==> src/rtl/sdm_decim_pkg.sv <==
// Shared sizing helpers and default-width types for the sinc3 sigma-delta decimator.
package sdm_decim_pkg;

    localparam int DEC_LOG2_DEF = 6;
    localparam int DOUT_W_DEF   = 16;

    // Three integrators of OSR gain plus sign and one guard bit for +OSR^3.
    function automatic int calc_acc_w(input int dec_log2);
        return 3 * dec_log2 + 2;
    endfunction

    localparam int ACC_W_DEF = calc_acc_w(DEC_LOG2_DEF);

    typedef logic signed [ACC_W_DEF-1:0] acc_t;

    localparam int DOUT_MAX = (1 << (DOUT_W_DEF - 1)) - 1;
    localparam int DOUT_MIN = -(1 << (DOUT_W_DEF - 1));

endpackage

==> src/rtl/sdm_cic_comb.sv <==
// One CIC comb stage: out = in - in delayed by one decimated sample.
module sdm_cic_comb #(
    parameter int W = 20
) (
    input  logic                i_clk,
    input  logic                i_rst_n,
    input  logic                i_upd,
    input  logic signed [W-1:0] i_din,
    output logic signed [W-1:0] o_dout
);

    logic signed [W-1:0] r_dly;

    always_ff @(posedge i_clk) begin
        if (!i_rst_n) begin
            r_dly <= '0;
        end else if (i_upd) begin
            r_dly <= i_din;
        end
    end

    assign o_dout = i_din - r_dly;

endmodule

==> src/rtl/sdm_decim_cic.sv <==
// Third-order CIC decimator for a 1-bit sigma-delta stream with valid/ready PCM output.
// Build option: define SDM_DECIM_ROUND_EN for round-half-up scaling instead of floor.
module sdm_decim_cic
    import sdm_decim_pkg::*;
#(
    parameter int DEC_LOG2      = 6,
    parameter int DOUT_W        = 16,
    parameter int SETTLE_FRAMES = 2
) (
    input  logic                     clk_1mhz,
    input  logic                     reset_n,
    input  logic                     en,
    input  logic                     din,
    output logic signed [DOUT_W-1:0] dout,
    output logic                     dout_valid,
    input  logic                     dout_ready,
    output logic                     overrun,
    input  logic                     overrun_clr
);

    localparam int ACC_W = calc_acc_w(DEC_LOG2);
    localparam int SH    = 3 * DEC_LOG2 - (DOUT_W - 1);

    localparam logic [DEC_LOG2-1:0]     PH_LAST  = '1;
    localparam logic [7:0]              SETTLE_N = 8'(SETTLE_FRAMES);
    localparam logic signed [ACC_W-1:0] SAT_MAX  = ACC_W'((1 << (DOUT_W - 1)) - 1);
    localparam logic signed [ACC_W-1:0] SAT_MIN  = ~SAT_MAX;
`ifdef SDM_DECIM_ROUND_EN
    localparam logic signed [ACC_W-1:0] RND = (SH > 0) ? ACC_W'(1 << ((SH > 0) ? SH - 1 : 0)) : '0;
`else
    localparam logic signed [ACC_W-1:0] RND = '0;
`endif

    logic signed [ACC_W-1:0]  r_i1, r_i2, r_i3;
    logic signed [ACC_W-1:0]  w_x;
    logic [DEC_LOG2-1:0]      r_phase;
    logic                     w_tick;
    logic                     r_tick_d;
    logic                     r_en_d;
    logic [7:0]               r_settle;
    logic                     w_settled;
    logic                     w_load;
    logic signed [ACC_W-1:0]  w_c1, w_c2, w_y;
    logic signed [ACC_W-1:0]  w_shift;
    logic signed [DOUT_W-1:0] w_sat;
    logic signed [DOUT_W-1:0] r_dout;
    logic                     r_valid;
    logic                     r_overrun;

    assign w_x    = din ? {{(ACC_W-1){1'b0}}, 1'b1} : {ACC_W{1'b1}};
    assign w_tick = en && (r_phase == PH_LAST);

    // Integrators wrap freely; the combs recover the exact result modulo 2^ACC_W.
    always_ff @(posedge clk_1mhz) begin
        if (!reset_n) begin
            r_i1    <= '0;
            r_i2    <= '0;
            r_i3    <= '0;
            r_phase <= '0;
        end else if (en) begin
            r_i1    <= r_i1 + w_x;
            r_i2    <= r_i2 + r_i1;
            r_i3    <= r_i3 + r_i2;
            r_phase <= r_phase + DEC_LOG2'(1);
        end
    end

    always_ff @(posedge clk_1mhz) begin
        if (!reset_n) begin
            r_tick_d <= 1'b0;
            r_en_d   <= 1'b0;
        end else begin
            r_tick_d <= w_tick;
            r_en_d   <= en;
        end
    end

    sdm_cic_comb #(.W(ACC_W)) u_comb1 (
        .i_clk   (clk_1mhz),
        .i_rst_n (reset_n),
        .i_upd   (r_tick_d),
        .i_din   (r_i3),
        .o_dout  (w_c1)
    );

    sdm_cic_comb #(.W(ACC_W)) u_comb2 (
        .i_clk   (clk_1mhz),
        .i_rst_n (reset_n),
        .i_upd   (r_tick_d),
        .i_din   (w_c1),
        .o_dout  (w_c2)
    );

    sdm_cic_comb #(.W(ACC_W)) u_comb3 (
        .i_clk   (clk_1mhz),
        .i_rst_n (reset_n),
        .i_upd   (r_tick_d),
        .i_din   (w_c2),
        .o_dout  (w_y)
    );

    // |y| <= 2^(3*DEC_LOG2), so the rounding offset cannot overflow ACC_W.
    assign w_shift = (w_y + RND) >>> SH;

    always_comb begin
        w_sat = w_shift[DOUT_W-1:0];
        if (w_shift > SAT_MAX) begin
            w_sat = SAT_MAX[DOUT_W-1:0];
        end else if (w_shift < SAT_MIN) begin
            w_sat = SAT_MIN[DOUT_W-1:0];
        end
    end

    assign w_settled = (r_settle >= SETTLE_N);
    assign w_load    = r_tick_d && w_settled;

    // A tick needs en high, so an en rise never lands on a comb-update edge.
    always_ff @(posedge clk_1mhz) begin
        if (!reset_n) begin
            r_settle <= '0;
        end else if (en && !r_en_d) begin
            r_settle <= '0;
        end else if (r_tick_d && !w_settled) begin
            r_settle <= r_settle + 8'd1;
        end
    end

    always_ff @(posedge clk_1mhz) begin
        if (!reset_n) begin
            r_dout  <= '0;
            r_valid <= 1'b0;
        end else if (w_load) begin
            r_dout  <= w_sat;
            r_valid <= 1'b1;
        end else if (r_valid && dout_ready) begin
            r_valid <= 1'b0;
        end
    end

    always_ff @(posedge clk_1mhz) begin
        if (!reset_n) begin
            r_overrun <= 1'b0;
        end else if (overrun_clr) begin
            r_overrun <= 1'b0;
        end else if (w_load && r_valid && !dout_ready) begin
            r_overrun <= 1'b1;
        end
    end

    assign dout       = r_dout;
    assign dout_valid = r_valid;
    assign overrun    = r_overrun;

endmodule
==> config.mk <==
export PLATFORM = sky130hd
export DESIGN_NAME = sdm_decim_cic
export DESIGN_NICKNAME = d
export VERILOG_FILES = /design/src/rtl/sdm_decim_pkg.sv /design/src/rtl/sdm_cic_comb.sv /design/src/rtl/sdm_decim_cic.sv
export SDC_FILE = /design/constraint.sdc
export NUM_CORES = 1
export LEC_CHECK = 0
export CORE_MARGIN = 2
export CORE_UTILIZATION = 42
export CTS_BUF_LIST = sky130_fd_sc_hd__clkbuf_4 sky130_fd_sc_hd__clkbuf_8
export CTS_CLUSTER_DIAMETER = 100
export DETAILED_ROUTE_END_ITERATION = 10
export PLACE_DENSITY = 0.57
export REMOVE_ABC_BUFFERS = 1
export SYNTH_ARGS = -nofsm -noshare
export SYNTH_HDL_FRONTEND = slang
export SYNTH_SLANG_ARGS = --single-unit
==> constraint.sdc <==
create_clock -name clk_1mhz -period 6.8 [get_ports clk_1mhz]
set_clock_uncertainty 0.2 [all_clocks]
set_input_delay 1.02 -clock clk_1mhz [delete_from_list [all_inputs] [get_ports clk_1mhz]]
set_output_delay 1.02 -clock clk_1mhz [all_outputs]
set_load 0.005 [all_outputs]
==> qor.csv <==
stage;metric;value;unit
outcome;status;completed;
detailed_routing;antenna_left;0;
sta;fmax;0.163;GHz
worst_setup_path;timing_worst_setup_path_type;register to register;
sta;finalCriticalPeriod;6.15;ns
worst_setup_path;crit_path_end_kind;register;
clock_network;hold_buffers;0;
logic_synthesis;syn_avg_cell_area;8.41;sq um
clock_network;htree_levels;4;
logic_synthesis;synth.distinct_cells;72;
sta;finalSetupTns;0;ns
sta;worst_pin_slew;0.728;ns
worst_setup_path;max_stage_delay;0.41;ns
layout;fillers;2566;
pwr;clkPwrFrac;17.1;%
detailed_routing;routed_wl;20600;um
floorplan;core_area;0.0251;sq mm
layout;drive_gt1_share;5.71;%
worst_setup_path;arrival;6.30;ns
sta;relSlewSlack;50.2;%
logic_synthesis;synth_edf_count;0;
clock_network;clkTransAtPathRegs;0.09;ns
clock_network;tritoncts;yes;
pwr;p_comb_share;61.0;%
worst_hold_path;whs_endpoint;r_tick_d;
floorplan;die_h;164;um
grt;grt_use_total;16.1;%
pwr;power.share.sequential;21.8;%
layout;nets;1409;
worst_hold_path;worstHoldStart;r_phase[5];
pwr;swShare;43.6;%
place;dpl_worst_slack;0.643;ns
place;port_buffers;23;
sta;rsz0062_at_grt;false;
pwr;pwr_density_cell;389;mW/mm^2
grt;grt_pass1_vias;7987;
sta;finalMaxSlewViolations;0;
worst_setup_path;cp_data_required_time;6.95;ns
logic_synthesis;synth_flop_cell;dfxtp_1;
worst_setup_path;cp_max_fo;15;
sta;hold_violations;0;
detailed_routing;drcViolationCount;0;
grt;gr-total-overflow;0;
sta;min_period_over_period;90.4;%
worst_setup_path;reg2reg_to;dout[0];
worst_setup_path;cp-start-kind;register;
sta;setup_ws;0.650;ns
logic_synthesis;synthCells;1277;
detailed_routing;drt_iter0_drc;303;
clock_network;cts_root_buffer;clkbuf_8;
pwr;p_total;4.56;mW
clock_network;clock_sinks;154;
detailed_routing;wl_met3;403;um
worst_setup_path;ff2ff_setup_slack;0.65;ns
clock_network;clock_latency;0.46;ns
logic_synthesis;yosysSeqAreaShare;28.7;%
layout;antenna_cells;0;
logic_synthesis;yosysWarnings;0;
detailed_routing;first_pass_iters;4;
place;dpl.cell_count;1594;
layout;final_cells;1626;
floorplan;initial_core_util;42.8;%
logic_synthesis;ys_ff_latch;154;
pwr;p_leak;4.84;nW
grt;grt_max_degree;66;
detailed_routing;avgViaCountPerCell;5.23;
clock_network;postCtsSetupBuffers;0;
clock_network;clockBufferDepth;2;
flow_run;maxCapViolCount;0;
worst_hold_path;min_path_type;register to register;
detailed_routing;wl_met2;9690;um
pwr;ir_worst_vdd;0.000515;V
place;dp.final_hpwl;15400;um
worst_setup_path;cp_slowest_cell;a211oi_1;
worst_hold_path;holdPathStages;2;
floorplan;rows;58;
layout;area_delta_synth_final;9.08;%
detailed_routing;via_count;8505;
detailed_routing;wl_per_cell;12.7;um
detailed_routing;highest-signal-layer;met4;
floorplan;fp.dieArea;0.0269;sq mm
place;gp_congestion;0.773;
floorplan;die_w;164;um
pwr;p_int;2.57;mW
pwr;switchingPower;1.99;mW
logic_synthesis;async_flop_share;0;%
grt;grt_pass1_wl;36100;um
worst_setup_path;regToRegStartpoint;r_i3[0];
grt;antenna_found_initial;0;
logic_synthesis;syn_area;0.0107;sq mm
detailed_routing;wl_met1;10200;um
sta;setup_viol;0;
floorplan;ios;24;
clock_network;cts_buffers;17;
worst_setup_path;r2r_cells;28;
==> timing repair <==
| action | in CTS | in global routing |
|---|---|---|
| setup endpoints to repair | 0 | 1 |
| endpoints found under the hold margin | 0 | 0 |
| resized for setup | 0 | 1 |
==> cell usage in the layout (no fill, tap or decap), drive strengths merged, types with 8 or more instances in the layout <==
master,n
a21oi,72
o21a,16
o21ai,63
buf,9
a211oi,36
nor2,177
nor4,8
inv,90
and2,11
nor3,42
a21o,24
clkbuf,19
mux2i,81
nand3,28
clkdlybuf4s50,21
xnor2,57
dfxtp,154
nand2,51
or3,20
ha,115
and3,11
nor2b,23
xor2,34
==> cells in the mapped netlist, types with 8 or more instances <==
cell type | count | share of area (%)
o21ai_1 | 10 | 0.47
nor2_1 | 177 | 6.2
nand2_1 | 51 | 1.8
ha_1 | 115 | 13
o21ai_0 | 53 | 2.5
nor4_1 | 8 | 0.47
xnor2_1 | 56 | 4.6
a21oi_1 | 71 | 3.3
nor2b_1 | 23 | 1.3
or3_1 | 20 | 1.2
xor2_1 | 33 | 2.7
and2_1 | 11 | 0.64
and3_1 | 11 | 0.64
clkbuf_1 | 29 | 1.0
dfxtp_1 | 154 | 29
buf_1 | 12 | 0.42
inv_1 | 88 | 3.1
mux2i_1 | 81 | 7.6
a21o_1 | 24 | 1.7
nor3_2 | 10 | 0.93
a211oi_1 | 31 | 2.2
o21a_1 | 16 | 1.1
nand3_1 | 28 | 1.3
nor3_1 | 32 | 1.5
==> how the worst max path moves through the flow <==
stage	endpoint	start	slack, ns	cells past startpoint
after floorplan	dout[0]	r_i3[0]	1.12	27
after global placement	dout[0]	r_i3[0]	0.72	28
after detailed placement	dout[0]	r_i3[0]	0.64	28
after CTS	dout[9]	r_i3[0]	0.61	28
after global routing	dout[0]	r_i3[0]	0.07	28
final	dout[0]	r_i3[0]	0.65	28
==> registers in the layout, indices dropped and copies added, names as in the netlist, 6 cells and up <==
register and cells:
r_i1 20, r_i2 20, r_i3 20, u_comb1.r_dly 20, u_comb2.r_dly 20, u_comb3.r_dly 20, dout 16, r_settle 8
r_phase 6
==> power groups by stage <==
| stage | sequential (mW) | clock, mW | combinational (mW) |
|---|---|---|---|
| floorplan | 1.00 | 0 | 2.26 |
| global placement | 1.02 | 0 | 2.77 |
| detailed placement | 1.02 | 0 | 2.78 |
| CTS | 0.995 | 0.808 | 2.80 |
| global route | 1.00 | 0.838 | 3.13 |
| finish | 0.996 | 0.781 | 2.78 |
==> critical path: cells and delay by family, from the launching register on <==
kind,cells,cell delay [ns]
AOI/OAI and AO/OA,11,1.94
xor gates and xnor gates,2,0.38
adders and majority gates,4,1.34
buffers and inverters,2,0.25
DFF,1,0.38
muxes,1,0.34
and+or+nand+nor,8,1.21
==> metrics by stage <==
step                util [%]  hold slack (ns)  cell area [sq um]
floorplan                  -            0.227              10600
global placement        44.8            0.236              11300
detailed placement      44.8            0.244              11300
CTS                     46.6            0.260              11700
global route            46.6            0.275              11700
finish                  46.6            0.254              11700
==> metal layers <==
layer,vias to the layer above,track usage [%]
met3,20,2.90
met4,0,4.47
met2,66,28.9
li1,4578,-
met5,-,0
met1,3841,19.6
==> layout make-up <==
cell class / count / area [sq um] / share of cell area, %
Sequential cell: 154 / 3090 / 26.4
Timing Repair Buffer: 30 / 273 / 2.33
Tap cell: 330 / 413 / 3.53
Inverter: 89 / 337 / 2.87
Multi-Input combinational cell: 991 / 7150 / 61.1
Clock buffer: 19 / 262 / 2.23
Clock inverter: 13 / 190 / 1.62
==> cells by family (layout without fill, tap and decap cells) <==
kind of cell	after synthesis	after routing	share of synthesized area, %
xor gates and xnor gates	93	93	8.00
muxes	83	83	7.80
buffers and inverters	132	151	4.76
AOI/OAI and AO/OA	289	289	18.0
adders and majority gates	120	120	14.3
DFF	154	154	28.7
and+or+nand+nor	406	406	18.4
Note: power is estimated with default switching activity, not from simulation.
==> edit 1 (config.mk and constraints unchanged) <==
Set the parameter `DEC_LOG2` to 7 (it was 6).
--- a/src/rtl/sdm_decim_cic.sv
+++ b/src/rtl/sdm_decim_cic.sv
@@ -4,5 +4,5 @@
     import sdm_decim_pkg::*;
 #(
-    parameter int DEC_LOG2      = 6,
+    parameter int DEC_LOG2      = 7,
     parameter int DOUT_W        = 16,
     parameter int SETTLE_FRAMES = 2
Function: same outputs for any inputs over 10 cycles, from zero or initial values and one cycle with reset_n low; that may be too few to reach the edited logic, so the function may still have changed.
==> edit 1 against the unedited design <==
Total power is 24% higher. Routed wire length is 17% higher. Synthesized area is 13% higher. Clock power is 5.2% lower. Sequential cell count is 19 higher. Cell area is 13% higher. Setup slack worse by 0.29 ns. Non-clock buffer count is 3 higher. Utilization is 0.61 points lower. Synthesized cell count is 14% higher. Critical path type unchanged. Critical endpoint is now dout[3]$_SDFFE_PN0P_.
==> edit 1: results (changes against the unedited design) <==
status=finished, final reports clean; Vias=9620 (+13%); 1st-iter DRT viols=508 (+68%); Resized cells post-CTS=1 (+1); Routed wire per std cell=13.1 microns (+3.1%); top cells by area, synth=dfxtp_1, ha_1, mux2i_1; later-pin clock latency in the skew report=0.49 ns (+0.03 ns); FF-to-FF setup slack=0.36 ns (-0.29 ns); dpl hpwl=17300 microns (+13%); reg-to-reg critical path startpoint=u_comb1.r_dly[1]$_SDFFE_PN0P_; hold_ws=0.278 ns (+0.0235 ns); Netlist cell types=74 (+2.8%); Pre-antenna DRT Iters=6 (+2); largest net degree at the start of global routing=82 (+24%); post-synthesis sequential area ratio=28.5% (-0.27 points); Crit Path Max Fanout=14 (-1); Worst VDD drop=0.520 mV (+1.0%); Final period util=94.6% (+4.2 points); final wirelength=24200 microns (+17%); max incr delay on CP=0.39 ns (-0.02 ns); r2r worst-path depth=29 (+3.6%); Pleak=0.00538 uW (+11%); pre-CTS setup slack=0.00718 ns (-0.636 ns); clock network fraction of design power=13.1% (-4.0 points); placer congestion estimate=0.852 (+10%); HP Start=r_settle[3]$_SDFFE_PP0P_; GRT Util Overall=16.4% (+0.29 points); sequential share of power=19.8% (-2.0 points); synthesized area per cell=8.37 sq um (-0.41%); DP Area=12700 sq um (+13%); vias in the first global route=9147 (+15%); first-pass GRT wire length=42100 microns (+17%); Placed Cells=1818 (+14%); list of most frequent post-synthesis cells=nor2_1, dfxtp_1, ha_1, a21oi_1, inv_1; combinational power=3790 uW (+36%); WP data arrival=6.62 ns (+0.32 ns)
[edit 1: area by class of cell]
| type | instances | area share, % |
|---|---|---|
| Sequential cell | 173 | 26.3 |
| Inverter | 98 | 2.81 |
| Clock buffer | 18 | 1.83 |
| Clock inverter | 14 | 1.11 |
| Tap cell | 384 | 3.65 |
| Timing Repair Buffer | 33 | 2.43 |
| Multi-Input combinational cell | 1132 | 61.8 |
[edit 1: metal layers]
metal	wire (microns)	global-route usage [%]	vias up
li1	-	-	5182
met1	12300	21.5	4335
met2	11100	28.0	82
met3	506	2.49	21
met4	291	4.17	0
met5	0	0	-
[edit 1: kinds of logic (layout without fill, tap and decap cells)]
| logic type | after synthesis | count (layout) | synth area share (%) |
|---|---|---|---|
| simple gates | 451 | 451 | 17.5 |
| compound gates | 343 | 343 | 19.3 |
| flops | 173 | 173 | 28.5 |
| buf+inv | 149 | 163 | 4.73 |
| fa+ha+maj | 138 | 138 | 14.5 |
| xor+xnor | 105 | 105 | 7.55 |
| mux | 95 | 95 | 7.90 |
==> edit 2 (same settings) <==
Without the edit above. Reset style: asynchronous (`i_rst_n` and `reset_n`), changed in 6 clocked blocks.
--- a/src/rtl/sdm_cic_comb.sv
+++ b/src/rtl/sdm_cic_comb.sv
@@ -12,5 +12,5 @@
     logic signed [W-1:0] r_dly;
 
-    always_ff @(posedge i_clk) begin
+    always_ff @(posedge i_clk or negedge i_rst_n) begin
         if (!i_rst_n) begin
             r_dly <= '0;
--- a/src/rtl/sdm_decim_cic.sv
+++ b/src/rtl/sdm_decim_cic.sv
@@ -52,5 +52,5 @@
 
     // Integrators wrap freely; the combs recover the exact result modulo 2^ACC_W.
-    always_ff @(posedge clk_1mhz) begin
+    always_ff @(posedge clk_1mhz or negedge reset_n) begin
         if (!reset_n) begin
             r_i1    <= '0;
@@ -66,5 +66,5 @@
     end
 
-    always_ff @(posedge clk_1mhz) begin
+    always_ff @(posedge clk_1mhz or negedge reset_n) begin
         if (!reset_n) begin
             r_tick_d <= 1'b0;
@@ -116,5 +116,5 @@
 
     // A tick needs en high, so an en rise never lands on a comb-update edge.
-    always_ff @(posedge clk_1mhz) begin
+    always_ff @(posedge clk_1mhz or negedge reset_n) begin
         if (!reset_n) begin
             r_settle <= '0;
@@ -126,5 +126,5 @@
     end
 
-    always_ff @(posedge clk_1mhz) begin
+    always_ff @(posedge clk_1mhz or negedge reset_n) begin
         if (!reset_n) begin
             r_dout  <= '0;
@@ -138,5 +138,5 @@
     end
 
-    always_ff @(posedge clk_1mhz) begin
+    always_ff @(posedge clk_1mhz or negedge reset_n) begin
         if (!reset_n) begin
             r_overrun <= 1'b0;
Check against the original RTL: same outputs for any inputs over 10 cycles, from zero or initial values and one cycle with reset_n low; that may be too few to reach the edited logic, so the function may still have changed.
==> edit 2 against the unedited design <==
Fmax is 1.0% lower. Count of clock-buffer cells in the layout grew 2. Routed wire length grew 1.6%. Via count down 3.4%. Setup slack got worse by 0.062 ns. Synthesized area grew 2.1%. Sequential share of layout area rose by 5.6 points. Synthesized cell count shrank 4.9%. Cell area grew 2.9%. Sequential cell count unchanged.
Power is not shown: default switching activity piles up to over one toggle a cycle in this logic, so the estimate is an artifact.
==> edit 2: results (changes against the unedited design) <==
Final period util=91.4% (+0.92 points); Routed met1 length=10300 microns (+0.49%); Pre-antenna DRT Iters=4 (unchanged); first-pass GRT wire length=36900 microns (+2.3%); Nets=1364 (-3.2%); hold_ws=0.271 ns (+0.0161 ns); Layout Cells excl Fill=1583 (-2.6%); post-synthesis sequential area ratio=35.1% (+6.4 points); share of cells above drive strength 1=7.77% (+2.1 points); r2r worst-path depth=29 (+3.6%); synthesized area per cell=9.03 sq um (+7.4%); WP data arrival=6.34 ns (+0.04 ns); Netlist cell types=66 (-8.3%); # H-tree levels=4 (unchanged); DP Area=11600 sq um (+2.8%); status=finished, final reports clean; HP Start=r_phase[5]$_DFFE_PN0P_; clock tree buffer depth=2 (unchanged); Global Route met1 Usage=21.2% (+1.6 points); CTS root buf=clkbuf_8; CP delay by family, top=compound AO/OA/AOI/OAI gates; element type at the critical path end=flop; Post-synth ARST share=100% (+100 points); GR Util met2=28.4% (-0.43 points); 1st-iter DRT viols=329 (+8.6%); Slew Limit Headroom=51.2% (+1.0 points); later-pin clock latency in the skew report=between 0.4 and 0.5 ns; placer congestion estimate=0.825 (+6.8%); GRT Util Overall=16.4% (+0.34 points); met2 WL=9990 microns (+3.1%); list of most frequent post-synthesis cells=dfrtp_1, nand2_1, ha_1, o21ai_0, inv_1; initial antenna violation count=0 (unchanged); vias in the first global route=8077 (+1.1%); PortBufs=23 (unchanged); CTS Buf Count=17 (unchanged); FF-to-FF setup slack=0.59 ns (-0.06 ns); vias per inst=5.19 (-0.79%); hold-critical path depth=1 (-1); CP max-delay cell=fa_1; WHS Endpoint=r_phase[5]$_DFFE_PN0P_; reg2reg end=dout[3]$_DFFE_PN0P_; final wirelength=20900 microns (+1.6%); Crit Path Max Fanout=12 (-3); Placed Cells=1553 (-2.6%); Filler cells=2548 (-0.70%); wire length on met3=441 microns (+9.4%); final design utilization=46.6% (about the same); CP Launch Point=r_i3[0]$_DFFE_PN0P_; Synth Flop Type=dfrtp_1; hold crit path type=flop to flop; dpl hpwl=15500 microns (+0.75%); pre-CTS setup slack=0.213 ns (-0.431 ns); top cells by area, synth=dfrtp_1, ha_1, xnor2_1; largest net degree at the start of global routing=83 (+26%); Ys Warns=0 (unchanged); M3 GR Usage=2.87% (-0.032 points)
[edit 2: cell count changes in the layout (fill, tap and decap cells not counted), moves of 22 or more]
cell	before	now
dfrtp_1	0	153
dfxtp_1	153	0
nor2_1	177	78
nand2_1	51	127
mux2i_1	81	6
o21ai_0	53	106
mux2_2	1	41
a211oi_1	31	9
[edit 2: timing repair]
action                                 in CTS  in global routing
hold buffers                                0                  0
gates resized for setup                     0                  1
endpoints found under the hold margin       0                  0
setup endpoints to repair                   0                 15
setup buffers                               0                  1
[edit 2: layout make-up]
cell class,count,share of cell area [%]
clock buffers,21,2.29
clock inverters,8,1.60
inverters,98,3.05
multi-input cells,935,55.0
flip-flops and latches,154,32.0
well taps,335,3.48
repair buffers,32,2.54
[edit 2: logic make-up after synthesis]
logic type                 after synthesis  share of synthesized area [%]
DFF                                    154                           35.1
buffers and inverters                  125                           4.36
AOI/OAI and AO/OA                      329                           18.7
xor gates and xnor gates                97                           8.05
and+or+nand+nor                        339                           14.6
muxes                                   47                           4.76
adders and majority gates              123                           14.3
